### config.mk
export PLATFORM = sky130hd
export DESIGN_NAME = uart_tx_buffer
export DESIGN_NICKNAME = d
export VERILOG_FILES = /design/src/rtl/uart_tx_buffer.sv
export SDC_FILE = /design/constraint.sdc
export NUM_CORES = 1
export LEC_CHECK = 0
export CAP_MARGIN = 20
export CORE_MARGIN = 3
export CORE_UTILIZATION = 60
export CTS_CLUSTER_SIZE = 28
export DETAILED_ROUTE_END_ITERATION = 7
export PLACE_DENSITY_LB_ADDON = 0.2
export SETUP_SLACK_MARGIN = 0.15
export SLEW_MARGIN = 20
export SYNTH_ARGS = -nofsm -noshare
export SYNTH_HDL_FRONTEND = slang
export SYNTH_SLANG_ARGS = --single-unit
### constraint.sdc
create_clock -name clk -period 3.85 [get_ports clk]
set_clock_uncertainty 0.15 [all_clocks]
set_input_delay 0.77 -clock clk [delete_from_list [all_inputs] [get_ports clk]]
set_output_delay 0.77 -clock clk [all_outputs]
set_load 0.02 [all_outputs]
### src/rtl/uart_tx_buffer.sv
// Byte FIFO feeding uart_transmitter one byte at a time over its start/ready handshake.
// Producers write at clock rate; the sequencer paces pops to the transmitter's frame rate.
module uart_tx_buffer #(
   parameter int DATA_WIDTH    = 8,
   parameter int DEPTH         = 16,
   parameter int START_TIMEOUT = 4096
) (
   input  logic                       clk,
   input  logic                       rstN,
   input  logic                       wr_en,
   input  logic [DATA_WIDTH-1:0]      wr_data,
   input  logic                       flush,
   output logic                       full,
   output logic                       empty,
   output logic [$clog2(DEPTH):0]     count,
   output logic                       overflow,
   output logic                       tx_timeout,
   input  logic                       tx_ready,
   output logic                       tx_start,
   output logic [DATA_WIDTH-1:0]      tx_data,
   output logic [1:0]                 dbg_state
);

   localparam int AW = $clog2(DEPTH);
   localparam int CW = AW + 1;
   localparam int TW = $clog2(START_TIMEOUT) + 1;
   localparam logic [TW-1:0] TIMER_LAST = TW'(START_TIMEOUT - 1);

   // Handshake: tx_ready high means the transmitter is idle; a one-cycle
   // tx_start with tx_data hands it a byte, and it answers by dropping
   // tx_ready for the frame and raising it again when the frame is done.
   typedef enum logic [1:0] {
      IDLE      = 2'd0,
      WAIT_BUSY = 2'd1,
      WAIT_DONE = 2'd2
   } state_t;

   state_t                state, next_state;
   logic [DATA_WIDTH-1:0] mem [DEPTH];
   logic [AW-1:0]         wr_ptr, rd_ptr;
   logic [TW-1:0]         timer;
   logic                  pop, timer_clr, timer_inc, set_timeout;
   logic                  wr_accept, wr_drop;

   assign full      = (count == CW'(DEPTH));
   assign empty     = (count == '0);
   assign dbg_state = state;

   // A full FIFO still takes a write on the edge that frees a slot.
   assign wr_accept = wr_en && !flush && (!full || pop);
   assign wr_drop   = wr_en && !flush && full && !pop;

   always_ff @(posedge clk or negedge rstN) begin
      if (!rstN) state <= IDLE;
      else       state <= next_state;
   end

   always_comb begin
      next_state  = state;
      pop         = 1'b0;
      timer_clr   = 1'b0;
      timer_inc   = 1'b0;
      set_timeout = 1'b0;
      case (state)
         IDLE: begin
            if (!flush && !empty && tx_ready) begin
               pop        = 1'b1;
               timer_clr  = 1'b1;
               next_state = WAIT_BUSY;
            end
         end
         WAIT_BUSY: begin
            if (!tx_ready) begin
               next_state = WAIT_DONE;
            end else if (timer == TIMER_LAST) begin
               // Transmitter never acknowledged; the byte is dropped, not resent.
               set_timeout = 1'b1;
               next_state  = IDLE;
            end else begin
               timer_inc = 1'b1;
            end
         end
         WAIT_DONE: begin
            if (tx_ready) next_state = IDLE;
         end
         default: next_state = IDLE;
      endcase
   end

   always_ff @(posedge clk or negedge rstN) begin
      if (!rstN) begin
         timer      <= '0;
         tx_start   <= 1'b0;
         tx_data    <= '0;
         tx_timeout <= 1'b0;
         overflow   <= 1'b0;
      end else begin
         tx_start <= pop;
         overflow <= wr_drop;
         if (pop)         tx_data    <= mem[rd_ptr];
         if (set_timeout) tx_timeout <= 1'b1;
         if (timer_clr)   timer      <= '0;
         else if (timer_inc) timer   <= timer + TW'(1);
      end
   end

   always_ff @(posedge clk or negedge rstN) begin
      if (!rstN) begin
         wr_ptr <= '0;
         rd_ptr <= '0;
         count  <= '0;
      end else if (flush) begin
         wr_ptr <= '0;
         rd_ptr <= '0;
         count  <= '0;
      end else begin
         if (wr_accept) wr_ptr <= wr_ptr + AW'(1);
         if (pop)       rd_ptr <= rd_ptr + AW'(1);
         case ({wr_accept, pop})
            2'b10:   count <= count + CW'(1);
            2'b01:   count <= count - CW'(1);
            default: count <= count;
         endcase
      end
   end

   // Storage has no reset; occupancy is tracked entirely by count and pointers.
   always_ff @(posedge clk) begin
      if (wr_accept) mem[wr_ptr] <= wr_data;
   end

endmodule

# Word-level counts from Yosys, hierarchy flattened
# Memory sizes are Yosys's and may differ from the RTL's. A register that Yosys moved wholly into a read port is not among the register bits.
# Cells that the tools add are included.
[word_totals] regBits=31 mem_bits_ro=0 ramBits=128 latchBits=0 word_cells=65 out_inout_bits=20 mem_count=1
[classes] multipliers=0 div=0 shifts=0 n_reduce_logical=19 addsub=5 muxes=23 order_cmp=0 n_eq_ne=9 n_bitwise=0
[mem_list] memory="mem" depth=16 word_bits=8 read_ports=1 rd_ports_with_merged_regs=1 wr=1 line_no="39" source="logic [DATA_WIDTH-1:0] mem [DEPTH];"
[ops] op="$mux 13" n=2
[ops] op="$mux 4" n=4
[ops] op="$add 13x1->13 const B" n=1
[ops] op="$eq 13x12->1 const B" n=1
[ops] op="$mux 1" n=10
[ops] op="$pmux 5 s2" n=1
[ops] op="$add 4x1->4 const B" n=2
[ops] op="$mux 2" n=4
[ops] op="$logic_and 1x1->1" n=6
[ops] op="$pmux 2 s3" n=1
[ops] op="$reduce_bool 2->1" n=3
[ops] op="$add 5x1->5 const B" n=1
[ops] op="$eq 5x5->1 const B" n=1
[ops] op="$logic_not 1->1" n=5
[ops] op="$logic_not 5->1" n=1
[ops] op="$mux 5" n=1
[ops] op="$sub 5x1->5 const B" n=1
[ops] op="$eq 2x1->1 const B" n=2
[ops] op="$eq 2x2->1 const B" n=2
[ops] op="$ne 2x2->1 const B" n=2
[ops] op="$ne 3x3->1 const B" n=1
[ops] op="$reduce_and 3->1" n=1
[ops] op="$reduce_bool 3->1" n=1
[ops] op="$logic_not 2->1" n=1
[ops] op="$logic_or 1x1->1" n=1

# Depth between registers and ports, before layout
# Gate-level depths: netlist of the first run.
[logic_depth] depth_word=11 mapped_depth=10 mapped_depth_nobuf=8

# Worst setup path before layout of the first run
# Ideal clock, no wire load.
[synth_timing] path_kind="input port to flip-flop" startpoint="input port flush" endpoint="memory mem[4][0], enable pin" path_slack_ns=0.995 t_required_ns=3.329 arrival_time_ns=2.334 stages=6 n_path_buf=2 cell_sequence="buf_2 or4b_1 buf_1 a31oi_1 nand3b_1 nor2_1"
[synth_between] elab_chain_cells=9 elab_cells_between_ends=10
[synth_lines] element="start: declaration" line_no="12" source="input logic flush,"
[synth_lines] element="$logic_not 1->1 *" line_no="50, 66"
[synth_lines] element="$logic_and 1x1->1 (2 in series)" line_no="66" source="if (!flush && !empty && tx_ready) begin"
[synth_lines] element="$mux 1" line_no="66"
[synth_lines] element="$mux 1" line_no="64" source="case (state)"
[synth_lines] element="$logic_or 1x1->1" line_no="50" source="assign wr_accept = wr_en && !flush && (!full || pop);"
[synth_lines] element="$logic_and 1x1->1 *" line_no="50"
[synth_lines] element="$mux 1 *" line_no="129" source="if (wr_accept) mem[wr_ptr] <= wr_data;"
[synth_lines] element="$mux 1 (implied by the code) *" line_no="129"
[synth_lines] element="end: declaration" line_no="39"
# Mark *: on every way between the ends. The rest lies on a longest branch, timed or not.

# Final worst setup path of the first run
[layout_timing] startpoint="register count[1]" endpoint="output port empty"
[layout_between] elab_chain_cells=1
[layout_lines] element="start: declaration" line_no="15" source="output logic [$clog2(DEPTH):0] count,"
[layout_lines] element="start signal: assignment" line_no="120" source="2'b10: count <= count + CW'(1);"
[layout_lines] element="start signal: assignment" line_no="121" source="2'b01: count <= count - CW'(1);"
[layout_lines] element="start signal: assignment" line_no="122" source="default: count <= count;"
[layout_lines] element="$logic_not 5->1" line_no="46" source="assign empty = (count == '0);"
[layout_lines] element="end: declaration" line_no="14" source="output logic empty,"
# Every way passes these cells.

==> results of run 1 <==
## power by group
group          leakage [nW]  total, W  internal (W)  switching [W]
Clock                 0.312   0.00185       0.00115       0.000695
Sequential             1.67   0.00223       0.00206       0.000174
Combinational         0.964   0.00102      0.000490       0.000532
Total                  2.94   0.00510       0.00370        0.00140
## cells in the final DEF (no fill, tap or decap), drive strengths merged, types with 6 or more instances in the layout
| master | instances |
|---|---|
| clkbuf | 17 |
| inv | 17 |
| o22ai | 8 |
| buf | 11 |
| nand2b | 6 |
| mux4 | 32 |
| mux2i | 22 |
| nor4 | 6 |
| nand2 | 18 |
| nor3 | 6 |
| dfrtp | 39 |
| clkdlybuf4s50 | 31 |
| nand4 | 7 |
| nand3 | 6 |
| a21o | 8 |
| a211oi | 9 |
| and2 | 12 |
| ha | 8 |
| edfxtp | 128 |
| o21ai | 12 |
| nor2 | 24 |
## worst min-delay path by stage
stage / end / start / slack [ns]
2_1_floorplan: count[0] / rstN / 0.32
3_3_place_gp: tx_timeout / tx_timeout / 0.31
3_5_place_dp: tx_timeout / tx_timeout / 0.31
4_1_cts: tx_timeout / tx_timeout / 0.33
5_1_grt: tx_data[1] / tx_data[1] / 0.34
6_report: overflow / rstN / 0.32
## cell families (layout without fill, tap and decap cells)
logic type | count (synthesis) | in the layout | synth area share, %
compound gates | 59 | 59 | 5.89
xor+xnor | 7 | 7 | 0.859
fa+ha+maj | 8 | 8 | 1.40
buf+inv | 39 | 88 | 2.52
flops | 167 | 167 | 67.5
mux | 56 | 56 | 13.7
simple gates | 105 | 105 | 8.13
## area by class of cell
| cell class | count | area [µm²] |
|---|---|---|
| tap | 143 | 179 |
| timing repair buffer | 42 | 390 |
| sequential | 167 | 4820 |
| inverter | 14 | 52.6 |
| multi-input combinational | 235 | 2150 |
| clock buffer | 17 | 425 |
| clock inverter | 15 | 223 |
| fill | 726 | 3280 |
## per-stage QoR
step | hold WS (ns) | utilization (%) | power [W] | setup slack, ns | area, µm²
finish | 0.317 | 71.5 | 0.00510 | 0.629 | 8240
global route | 0.339 | 71.5 | 0.00531 | 0.507 | 8240
CTS | 0.329 | 71.5 | 0.00513 | 0.605 | 8240
detailed placement | 0.313 | 65.9 | 0.00329 | 0.357 | 7590
global placement | 0.309 | 65.8 | 0.00325 | 0.441 | 7580
floorplan | 0.324 | - | 0.00293 | 0.995 | 7140
## flip-flops by register name (all words and copies together), names as in the netlist
register and cells:
dbg_state 2, count 5, tx_timeout 1, mem 128, overflow 1, tx_data 8, wr_ptr 4, timer 13
tx_start 1, rd_ptr 4
## cells in the mapped netlist (all sizes together), types with 3 or more instances
| library cell | n |
|---|---|
| nor4 | 6 |
| nand3 | 6 |
| o22ai | 8 |
| nand2b | 6 |
| buf | 18 |
| nand2 | 18 |
| xnor2 | 5 |
| o211ai | 3 |
| inv | 14 |
| mux2i | 22 |
| a211oi | 9 |
| a21o | 8 |
| ha | 8 |
| o21ai | 12 |
| or4 | 3 |
| a211o | 3 |
| or3 | 3 |
| clkbuf | 7 |
| nand4 | 7 |
| nor3 | 6 |
| nor2 | 24 |
| and2 | 12 |
| a21oi | 4 |
| a31oi | 3 |
| mux4 | 32 |
| dfrtp | 39 |
| edfxtp | 128 |
## layer usage
metal	up-vias	track usage [%]
met5	-	0
met4	0	9.00
met3	29	6.84
met2	128	36.5
met1	2098	34.1
li1	1807	-
==> flow_summary.ini, run 1 <==
[status]
status = complete, no violations

[synthesis]
ys_ff_latch = 167
synth_area_leaders = edfxtp_1 (54%), dfrtp_1 (14%), mux4_2 (10%)
synth_flop_cell = edfxtp_1
synth_top_area_share_pct = 53.8
synth_edf_count = 128
synth_nets = 462
syn_inst = 441
netlist-cell-type-count = 53
syn_area_um2 = 7140
synth_warnings = 0
syn_area_per_cell_um2 = 16.2
ys_seq_area_share_pct = 67.5
yosys.area.top_type = edfxtp_1
async_reset_ff_share_pct = 23.4

[grt]
grt_overflow_total = 0
grt_pass1_wl_um = 23100
antenna_found_initial = 0
grt.total_usage_pct = 24.2
grt_pass1_vias = 4055
grt_max_degree = 40

[timing]
final_max_slew_viol_count = 0
tightest_slew_ns = 1.04
hold_viol = 0
slew_headroom_pct = 30.4
grt_setup_unrepaired = no
finalSetupViolCount = 0
min_period_over_period_pct = 83.7
fmax_ghz = 0.310
tns_ns = 0
period_minus_slack_ns = 3.22

[route]
wl_met2_um = 7110
drcViolationCount = 0
wirelength_um = 14600
wl_met1_um = 6390
drt_iter0_markers = 390
routed.top_layer = met4
dr.pass1.iters = 5
avgRoutedWirePerCell_um = 23.1
vias_per_cell = 6.42
ant_nets = 0
vias = 4062
met3_length_um = 761

[clocking]
htreeDepth = 4
cts-root-buf = clkbuf_16
clk_pin_slew_ns = 0.07
cts_tree = yes
insertion_delay_ns = 0.43
cts.sinks = 167
cts_buffers = 17
ctsHoldBuffers = 0
post_cts_resized = 0
postCtsSetupRepairBufs = 0
clockBufferDepth = 2

[die]
dieWidth_um = 115
core-area_um2 = 11500
rows = 39
die_area_um2 = 13200
io_pins = 33
start_util_pct = 62.0
die_y_um = 115

[critical_path]
worst_path_max_delay_cell = or4_4
crit_path_end = empty
start_kind = flop
cp_top_family = simple AND/OR/NAND/NOR gates
r2r_setup_slack_ns = 1.06
reg2reg_depth = 7
cp.required_ns = 2.93
arrival_ns = 2.30
worst-setup-path-type = reg2out
crit_chain = or4_4 > nor2_1 > clkdlybuf4s50_1
r2r_end = count[3]
worstReg2RegStart = count[1]
critPathMaxFanout = 11
cp_num_cells = 3
worstPathBufferInverterCount = 1
slowest_delay_ns = 0.66
end_kind = output port
crit_start = count[1]

[final_layout]
final_layout_size_suffix_gt1_share_pct = 18.2
nets = 498
fin_cells = 633
antenna_cells = 0
area_delta_synth_final_pct = 15.4

[pwr]
leakage_nw = 2.94
vdd_ir_drop_max_v = 0.000415
p_per_area_nw_per_um2 = 619

[placement]
hpwl_um = 9370
dpl.cell_count = 601
io_buffers = 32
gp_congestion = 0.905

[job]
maxCapViolations = 0

[worst_hold_path]
hold_class = in2async
No activity file was read; power rests on OpenSTA's default activity.
==> inputs of run 2 (changes only) <==
Clock period 3.85 ns to 3.3 ns, I/O delays scaled along.
==> run 2 against run 1 <==
Compared with the run above: final cell count rose by 1.4%; global-route usage fell by 2.0 points; setup slack got worse by 0.37 ns; highest routed layer unchanged.
==> flow_summary.ini, run 2 (synthesis results as in run 1) <==
[grt]
grt_util_met2_pct = 34.0
grt_pass1_wl_um = 21400
gr-max-usage-layer = met2
grt_max_degree = 40
antenna_found_initial = 0
use_met1_pct = 31.0
grt_pass1_vias = 3929
use_met3_pct = 6.58
grt_overflow_total = 0
grt.total_usage_pct = 22.2

[timing]
finalSetupViolCount = 0
tightest_slew_ns = 0.923
fmax_ghz = 0.328
final_max_slew_viol_count = 0
period_minus_slack_ns = 3.05
hold_viol = 0
tns_ns = 0
grt_setup_unrepaired = no
min_period_over_period_pct = 92.3
slew_headroom_pct = 38.5

[route]
avgRoutedWirePerCell_um = 20.9
drcViolationCount = 0
drt_iter0_markers = 366
vias = 4032
vias_per_cell = 6.28
dr.pass1.iters = 5
ant_nets = 0
wirelength_um = 13400

[final_layout]
final_cell_mix = edfxtp_1 (128), dfrtp_1 (38), mux4_2 (32)
nets = 507
fin_util_pct = 71.3
regMostFlops = mem
layout_commonest_cell = edfxtp_1
area_delta_synth_final_pct = 15.0
reg_top3 = mem: 128 flops, timer: 13 flops, tx_data: 8 flops
final_layout_size_suffix_gt1_share_pct = 19.0
largest_register_ffs = 128
final_area_um2 = 8210
antenna_cells = 0

[critical_path]
start_kind = flop
r2r_end = count[3]
worstReg2RegStart = count[0]
r2r_setup_slack_ns = 0.57
cp.required_ns = 2.49
arrival_ns = 2.24
slowest_delay_ns = 0.63
worst_path_max_delay_cell = or4_4
worst-setup-path-type = reg2out
worstPathBufferInverterCount = 1
end_kind = output port
critPathMaxFanout = 8
reg2reg_depth = 7
cp_top_family = simple AND/OR/NAND/NOR gates
crit_chain = or4_4 > nor2_1 > clkdlybuf4s50_1

[placement]
place_area_um2 = 7650
io_buffers = 32
gp_congestion = 0.874
hpwl_um = 8970

[clocking]
cts-root-buf = clkbuf_16
cts.sinks = 167
post_cts_resized = 0
ctsHoldBuffers = 0
clockBufferDepth = 2
cts_buffers = 17
clk_pin_slew_ns = 0.06
htreeDepth = 4
cts_tree = yes
postCtsSetupRepairBufs = 0
insertion_delay_ns = 0.43

[die]
die_y_um = 115
core-area_um2 = 11500
die_area_um2 = 13200
rows = 39
io_pins = 33
start_util_pct = 62.0
dieWidth_um = 115

[pwr]
leakage_nw = 2.96
vdd_ir_drop_max_v = 0.000490
p_per_area_nw_per_um2 = 686
finalPower_w = 0.00563

[job]
maxCapViolations = 0

[status]
status = complete, no violations

[worst_hold_path]
hold_class = in2async
## run 2: how the worst max path moves through the flow
stage / startpoint / end / depth (start not counted)
4_1_cts: count[0] / full / 3
2_1_floorplan: count[1] / count[3] / 9
6_report: count[0] / empty / 3
3_3_place_gp: tx_ready / mem[1][3] / 5
5_1_grt: count[0] / empty / 3
3_5_place_dp: tx_ready / mem[1][4] / 5
## run 2: area by class of cell
cell class	instances	area, µm²
timing repair buffer	51	460
inverter	14	52.6
fill	760	3310
sequential	167	4820
tap	143	179
clock buffer	18	429
multi-input combinational	235	2140
clock inverter	14	126
## run 2: per-layer routing
layer / wire length, µm / up-vias
li1: - / 1816
met2: 6810 / 114
met5: 0 / -
met3: 665 / 14
met1: 5760 / 2088
met4: 171 / 0
## run 2: per-stage QoR
step           setup WS (ns)  hold slack [ns]  cells
2_1_floorplan          0.527            0.214    441
3_3_place_gp           0.112            0.309    610
3_5_place_dp          0.0208            0.312    610
4_1_cts                0.217            0.253    642
5_1_grt                0.167            0.282    642
6_report               0.255            0.226    642
## run 2: where the power goes
group	internal, W	total [W]	leakage [nW]	switching [W]
logic	0.000593	0.00125	1.03	0.000655
registers	0.00240	0.00254	1.67	0.000142
clock network	0.00104	0.00184	0.262	0.000799
total	0.00404	0.00563	2.96	0.00160
